--- config.mk ---
export PLATFORM = sky130hd
export DESIGN_NAME = p_addsub_seq
export DESIGN_NICKNAME = d
export VERILOG_FILES = /design/src/rtl/p_addsub_seq.sv
export SDC_FILE = /design/constraint.sdc
export NUM_CORES = 1
export LEC_CHECK = 0
export BUFFER_PORTS_ARGS = -buffer_cell sky130_fd_sc_hd__clkbuf_2
export CORE_AREA = 2 2 103 85
export DETAILED_ROUTE_END_ITERATION = 10
export DIE_AREA = 0 0 105 87
export HOLD_SLACK_MARGIN = 0.02
export PLACE_DENSITY = 0.76
export SLEW_MARGIN = 20
export SYNTH_ARGS = -nofsm -noshare
export SYNTH_HDL_FRONTEND = slang
export SYNTH_SLANG_ARGS = --single-unit
export TNS_END_PERCENT = 100
--- constraint.sdc ---
create_clock -name g_clk -period 19.14 [get_ports g_clk]
set_input_delay 3.828 -clock g_clk [delete_from_list [all_inputs] [get_ports g_clk]]
set_output_delay 3.828 -clock g_clk [all_outputs]
set_load 0.02 [all_outputs]
--- src/rtl/p_addsub_seq.sv ---
// p_addsub_seq: command/operand sequencer driving one packed add/sub datapath, with multi-precision carry chaining at pw=32.
// Optional abort input is enabled by defining P_ADDSUB_SEQ_ABORT_EN.
module p_addsub (
  input  logic [31:0] lhs,
  input  logic [31:0] rhs,
  input  logic [4:0]  pw,
  input  logic        sub,
  input  logic        c_en,
  output logic [31:0] result,
  output logic [31:0] c_out
);
  always_comb begin
    logic k, ci, b;
    k = 1'b0;
    result = '0;
    c_out = '0;
    for (int i = 0; i < 32; i++) begin
      ci = ((pw[0] && i == 0) || (pw[1] && i % 16 == 0) || (pw[2] && i % 8 == 0) ||
            (pw[3] && i % 4 == 0) || (pw[4] && i % 2 == 0)) ? sub : (c_en & k);
      b = rhs[i] ^ sub;
      result[i] = lhs[i] ^ b ^ ci;
      k = (lhs[i] & b) | (ci & (lhs[i] ^ b));
      c_out[i] = k;
    end
  end
endmodule

module p_addsub_seq #(
  parameter int MAX_LEN = 16,
  parameter int LW = $clog2(MAX_LEN)
) (
  input  logic          g_clk,
  input  logic          g_resetn,
`ifdef P_ADDSUB_SEQ_ABORT_EN
  input  logic          abort,
`endif
  input  logic          cmd_valid,
  output logic          cmd_ready,
  input  logic [4:0]    cmd_pw,
  input  logic          cmd_sub,
  input  logic [LW-1:0] cmd_len,
  input  logic          op_valid,
  output logic          op_ready,
  input  logic [31:0]   op_lhs,
  input  logic [31:0]   op_rhs,
  output logic          res_valid,
  input  logic          res_ready,
  output logic [31:0]   res_data,
  output logic          res_last,
  output logic          res_carry
);
  typedef enum logic [1:0] {IDLE, WAIT_OP, PASS2, OUT} state_t;
  state_t state, state_nx;
  logic [4:0] pw;
  logic sub, c1, cf, fix, ab, dp_c31;
  logic [LW-1:0] len, cnt;
  logic [31:0] r, dp_res;
  logic [30:0] lane_c_unused;
`ifdef P_ADDSUB_SEQ_ABORT_EN
  assign ab = abort;
`else
  assign ab = 1'b0;
`endif
  assign cmd_ready = state == IDLE;
  assign op_ready = state == WAIT_OP;
  assign res_valid = state == OUT;
  assign res_data = res_valid ? r : '0;
  assign res_carry = res_valid & cf;
  assign res_last = res_valid & (cnt == len);
  // a second +1/-1 pass folds in the incoming carry/borrow for multi-precision words
  assign fix = pw[0] & (sub ? ~cf : cf);
  p_addsub u_dp (
    .lhs(state == PASS2 ? r : op_lhs),
    .rhs(state == PASS2 ? 32'd1 : op_rhs),
    .pw(state == PASS2 ? 5'b00001 : pw),
    .sub(sub),
    .c_en(1'b1),
    .result(dp_res),
    .c_out({dp_c31, lane_c_unused})
  );
  always_comb
    state_nx = ab ? IDLE :
               state == IDLE    ? (cmd_valid ? WAIT_OP : IDLE) :
               state == WAIT_OP ? (op_valid ? (fix ? PASS2 : OUT) : WAIT_OP) :
               state == PASS2   ? OUT :
               (res_ready ? (res_last ? IDLE : WAIT_OP) : OUT);
  always_ff @(posedge g_clk or negedge g_resetn)
    if (!g_resetn) state <= IDLE;
    else state <= state_nx;
  always_ff @(posedge g_clk or negedge g_resetn)
    if (!g_resetn) begin
      pw <= 5'b00001;
      sub <= 1'b0;
      len <= '0;
      cnt <= '0;
      r <= '0;
      c1 <= 1'b0;
      cf <= 1'b0;
    end else if (ab) begin
      cf <= 1'b0;
    end else begin
      if (cmd_ready && cmd_valid) begin
        pw <= $onehot(cmd_pw) ? cmd_pw : 5'b00001;
        sub <= cmd_sub;
        len <= cmd_len;
        cnt <= '0;
        cf <= cmd_sub;
      end
      if (op_ready && op_valid) begin
        r <= dp_res;
        c1 <= dp_c31;
        if (!fix) cf <= pw[0] & dp_c31;
      end
      if (state == PASS2) begin
        r <= dp_res;
        cf <= sub ? (c1 & dp_c31) : (c1 | dp_c31);
      end
      if (res_valid && res_ready && !res_last) cnt <= cnt + 1'b1;
    end
endmodule

==> Word-level counts from Yosys, hierarchy flattened <==
Cells that the tools add are included.
W data, S select, Z words.
{ "op_classes": {"n_eq_ne": 5, "shift": 0, "n_reduce_logical": 18, "bitwise": 199, "muxes": 39, "order_cmp": 0, "n_div": 0, "multipliers": 0, "add_sub_neg": 5} }
{ "op_table": {"columns": ["cell", "n"], "rows": [
  ["$mux W32", 5],
  ["$xor A1 B1 Y1", 96],
  ["$and A1 B1 Y1", 69],
  ["$or A1 B1 Y1", 33],
  ["$mux W1", 25],
  ["$logic_or A1 B1 Y1", 10],
  ["$mux W2", 5],
  ["$mux W5", 2],
  ["$mux W4", 2],
  ["$add A1 B1 Y2", 2],
  ["$add A4 B1 Y4 const B", 1],
  ["$eq A2 B2 Y1 const B", 2],
  ["$eq A4 B4 Y1", 1],
  ["$logic_and A1 B1 Y1", 4],
  ["$reduce_bool A2 Y1", 2],
  ["$add A2 B2 Y3", 1],
  ["$add A3 B1 Y3", 1],
  ["$eq A3 B1 Y1 const B", 1],
  ["$eq A2 B1 Y1 const B", 1],
  ["$logic_not A2 Y1", 1],
  ["$logic_not A1 Y1", 1],
  ["$not A1 Y1", 1]
]} }
{ "word_totals": {"n_memories": 0, "ram_bits": 0, "romBits": 0, "latch_bits": 0, "register_bits": 50, "word_cells": 274} }

==> Logic depth before layout (Yosys ltp) <==
{ "depth": {"ltp_word": 90, "mapped_depth": 64} }

==> Hierarchy <==
Synthesis repeated with hierarchy kept, for this count alone.
{ "unflattened": {"hier_cells": 465, "hier_area_um2": 4628.2} }
{ "modules_own_cells": {"columns": ["module", "seq_area_each_um2", "area_per_inst_um2", "cells_per_inst", "n_inst"], "rows": [
  ["p_addsub_seq", 1252.5, 3161.8, 284, 1],
  ["p_addsub", 0.0, 1466.4, 181, 1]
]} }

==> Least setup slack after synthesis <==
Ideal clock, no wire load.
{ "synth_path": {"path_type": "input port to flip-flop", "from": "input port op_rhs[0]", "to": "register r[31]", "path_stages": 58, "arrival_time_ns": 18.386, "slack_ns": 0.629, "setup_ns": 0.125, "required_time_ns": 19.015, "path_cell_list": "nor2_1 > xor2_1 > fa_1 > fa_1 > a21o_1 > fa_1 > fa_1 > o21ai_0 > nand2_1 > fa_1 > fa_1 > a21o_1 > fa_1 > fa_1 > o21ai_0 > nand2_1 > fa_1 > fa_1 > (+22 left out) > fa_1 > fa_1 > o21ai_0 > nand2_1 > fa_1 > fa_1 > a21o_1 > fa_1 > fa_1 > o21ai_0 > nand2_1 > fa_1 > fa_1 > a21o_1 > fa_1 > inv_1 > fa_1 > mux2_2"} }
{ "synth_via": {"elab_chain_cells": 83} }
{ "synth_lines": {"columns": ["element", "line_no", "text"], "rows": [
  ["from (decl)", "45", "input logic [31:0] op_rhs,"],
  ["$mux W32 *", "74", ".rhs(state == PASS2 ? 32'd1 : op_rhs),"],
  ["$xor A1 B1 Y1 *", "20", "b = rhs[i] ^ sub;"],
  ["$xor A1 B1 Y1", "22", "k = (lhs[i] & b) | (ci & (lhs[i] ^ b));"],
  ["$and A1 B1 Y1", "22", null],
  ["$or A1 B1 Y1 *", "22", null],
  ["$and A1 B1 Y1 *", "22", null],
  ["$or A1 B1 Y1 *", "22", null],
  ["$mux W1 *", "19", "(pw[3] && i % 4 == 0) || (pw[4] && i % 2 == 0)) ? sub : (c_en & k);"],
  ["(+68 left out)", null, null],
  ["$or A1 B1 Y1 *", "22", null],
  ["$mux W1 *", "19", null],
  ["$and A1 B1 Y1 *", "22", null],
  ["$or A1 B1 Y1 *", "22", null],
  ["$xor A1 B1 Y1 *", "21", "result[i] = lhs[i] ^ b ^ ci;"],
  ["named net dp_res[31]", "57", "logic [31:0] r, dp_res;"],
  ["$mux W32", "109", "if (op_ready && op_valid) begin"],
  ["$mux W32 *", "114", "if (state == PASS2) begin"],
  ["to (signal assigned)", "110", "r <= dp_res;"],
  ["to (signal assigned)", "115", "r <= dp_res;"],
  ["to (decl)", "57", null]
]} }
Mark *: on every way through the listed nets, which the timed path passes. The rest lies on a longest branch. The select of a mux whose other input is x is not followed.
A chain may end at the register's enable or synchronous reset.

==> Final worst setup path <==
Ends and elaborated chain as after synthesis.

==> flow_metrics.py <==
metrics = {
    "global_route": {
        "overflow": 0,
        "antenna_found_initial": 0,
        "grt_pass1_wl_mm": 15.5,
        "track_usage_pct": 21.4,
        "grt_pass1_vias": 3199,
        "grt_max_degree": 68,
    },
    "setup_path": {
        "critPathKind": "input pin to register",
        "start_kind": "input pin",
        "arrival_ns": 18.80,
        "endpoint_kind": "register",
        "worst-r2r-setup-slack_ns": 2.85,
        "reg2reg_from": "state[1]",
        "crit_fanout": 1,
        "critPathRequiredTime_ns": 19.34,
        "r2r-end": "r[31]",
        "cp-endpoint": "r[31]",
        "crit_top_cell": "fa_1",
        "slowest_delay_ns": 0.43,
        "reg2reg_depth": 59,
        "crit_start": "op_rhs[0]",
        "critPathSlowestCell": "fa_1",
    },
    "finish": {
        "nets": 616,
        "drive_gt1_share_pct": 32.5,
        "design_area_mm2": 0.00475,
        "antenna_cells": 0,
        "area_growth_pct": 19.8,
    },
    "sta": {
        "tightest_slew_ns": 1.04,
        "period_share_pct": 97.2,
        "rsz0062_at_grt": "no",
        "setup_tns_ns": 0,
        "skew_ns": 0.00963,
        "slew-limit-headroom_pct": 30.1,
        "holdWs_ns": 0.511,
        "fmax_mhz": 53.7,
        "hold_viol_final": 0,
        "drv_slew": 0,
        "period_needed_ns": 18.60,
        "setup_viol": 0,
    },
    "clock_tree": {
        "numCtsBuffers": 5,
        "clockBufferDepth": 2,
        "insertion_delay_ns": 0.31,
        "post_cts_buffers": 0,
        "htree_levels": 2,
        "path_clk_slew_ns": 0.10,
        "clock-sinks": 50,
        "cts_resized": 0,
        "cts_hold_buf": 0,
        "tritoncts": "yes",
        "clockRootBuffer": "clkbuf_8",
    },
    "drt": {
        "m1WireLength_mm": 4.16,
        "first_pass_iters": 5,
        "wl_per_cell_um": 15.6,
        "drtIter0Drc": 140,
        "wl_met3_um": 521,
        "routed_wl_mm": 9.59,
        "via_per_inst": 5.23,
        "drtAntennaViolNets": 0,
        "vias": 3212,
        "top_layer": "met4",
        "post-route-drc-count": 0,
        "wl_met2_mm": 4.87,
    },
    "synthesis": {
        "synth_commonest_cells": "49 x dfrtp_1, 49 x nand2_1, 38 x nor2_1",
        "synth_top_area_cell": "dfrtp_1",
        "synth.ff_latch_count": 50,
        "synth_cell_types": 38,
        "postSynth.asyncResetShare_pct": 100,
        "syn_nets": 517,
        "synth_area_mm2": 0.00396,
        "synthMuxAreaShare_pct": 11.4,
        "ys_warn_count": 0,
        "synth_ff_type": "dfrtp_1",
        "synth_compound_area_share_pct": 9.60,
        "synth_top_family_by_area": "adder cells",
        "synth_fa_ha_area_share_pct": 17.8,
        "ys_seq_area_share_pct": 31.6,
        "yosys.area_share.simple_pct": 16.5,
        "synth_top_area_share_pct": 30.9,
        "synth_xor_area_share_pct": 8.55,
        "synth_area_leaders": "dfrtp_1 31%, fa_1 17%, mux2i_1 8.8%",
        "synth_edf_count": 0,
        "syn_area_per_cell_um2": 9.86,
        "syn_inst": 402,
    },
    "place": {
        "port-buffer-count": 115,
        "place_hpwl_mm": 7.15,
        "placed_area_mm2": 0.00459,
        "globalplace.congestion": 0.824,
    },
    "status": {
        "status": "complete, no violations",
    },
    "power": {
        "ir_drop_mv": 0.0919,
        "power.leakage_nw": 2.58,
        "powerDensity_mw_per_mm2": 183,
        "finalPower_w": 0.000869,
    },
    "die": {
        "die_w_um": 105,
        "io_pins": 116,
        "dieArea_mm2": 0.00914,
        "rows": 30,
        "initial_utilization_pct": 48.4,
        "die_y_um": 87,
        "design.core.area_mm2": 0.00818,
    },
    "hold_path": {
        "hold_path_class": "register to register",
    },
    "run": {
        "maxCapViolCount": 0,
    },
}
-- cells in the final DEF, fill, tap and decap left out, drive strengths merged --
master | synthesis | layout
a21o | 8 | 8
a21oi | 34 | 34
a22o | 5 | 5
a22oi | 1 | 1
a31oi | 1 | 1
a32oi | 1 | 1
a41oi | 1 | 1
and3 | 33 | 33
buf | 20 | 6
bufinv | 0 | 1
clkbuf | 9 | 120
clkinv | 0 | 2
dfrtp | 49 | 49
dfstp | 1 | 1
fa | 34 | 34
ha | 2 | 2
inv | 9 | 9
mux2 | 8 | 8
mux2i | 35 | 35
nand2 | 50 | 50
nand2b | 3 | 3
nand3 | 3 | 3
nand3b | 1 | 1
nand4 | 1 | 1
nor2 | 38 | 38
nor2b | 2 | 2
nor3 | 1 | 1
nor4 | 1 | 1
o21ai | 8 | 8
o31ai | 1 | 1
o32ai | 1 | 1
or3 | 3 | 3
or3b | 1 | 1
xnor2 | 5 | 5
xor2 | 32 | 32
-- layout make-up --
type,count,area [µm²]
multi-input cells,314,2590
clock buffers,5,68.8
repair buffers,121,621
well taps,112,140
flip-flops and latches,50,1250
fillers,745,3430
inverters,9,33.8
clock inverters,3,40.0
-- kinds of logic after synthesis --
family                     count (synthesis)
adders and majority gates                 36
AOI/OAI and AO/OA                         61
DFF                                       50
buffers and inverters                     38
muxes                                     43
xor gates and xnor gates                  37
and+or+nand+nor                          137
-- where the power goes --
group / internal (W) / switching (W) / leakage, nW / total (W)
Combinational: 0.000247 / 0.000329 / 1.95 / 0.000575
Clock: 0.0000385 / 0.0000363 / 0.0579 / 0.0000748
Sequential: 0.000161 / 0.0000582 / 0.572 / 0.000219
Total: 0.000446 / 0.000423 / 2.58 / 0.000869
-- layer usage --
layer,global-route usage (%),up-vias
met5,0,-
met4,3.27,0
met2,37.1,100
met1,29.0,1567
li1,-,1541
met3,3.96,4
-- critical path, delay by kind of cell --
family	cells	cell delay (ns)
buffers and inverters	2	0.18
adder cells (fa/ha/maj)	32	11.69
XOR/XNOR	1	0.16
multiplexers	1	0.28
AND/OR/NAND/NOR	7	0.61
AO/OA/AOI/OAI	16	2.05
-- how the worst min path moves through the flow --
stage	to	cells after the start	start
after floorplan	pw[1]	1	pw[1]
after global placement	pw[2]	1	pw[2]
after detailed placement	pw[1]	1	pw[1]
after CTS	pw[1]	1	pw[1]
after global routing	pw[1]	1	pw[1]
final	pw[1]	1	pw[1]
-- state kept, by name, indices dropped and copies added (netlist names) --
register / count
cf: 1
r: 32
state: 2
pw: 5
cnt: 4
c1: 1
len: 4
sub: 1
-- metrics by stage --
stage / setup WS (ns) / std cells / util [%]
floorplan: 0.629 / 402 / -
global placement: 0.0890 / 606 / 56.1
detailed placement: -0.312 / 606 / 56.1
CTS: 0.0306 / 614 / 57.4
global route: 0.0332 / 614 / 58.0
finish: 0.535 / 614 / 58.0
(Power assumes the default switching activity.)
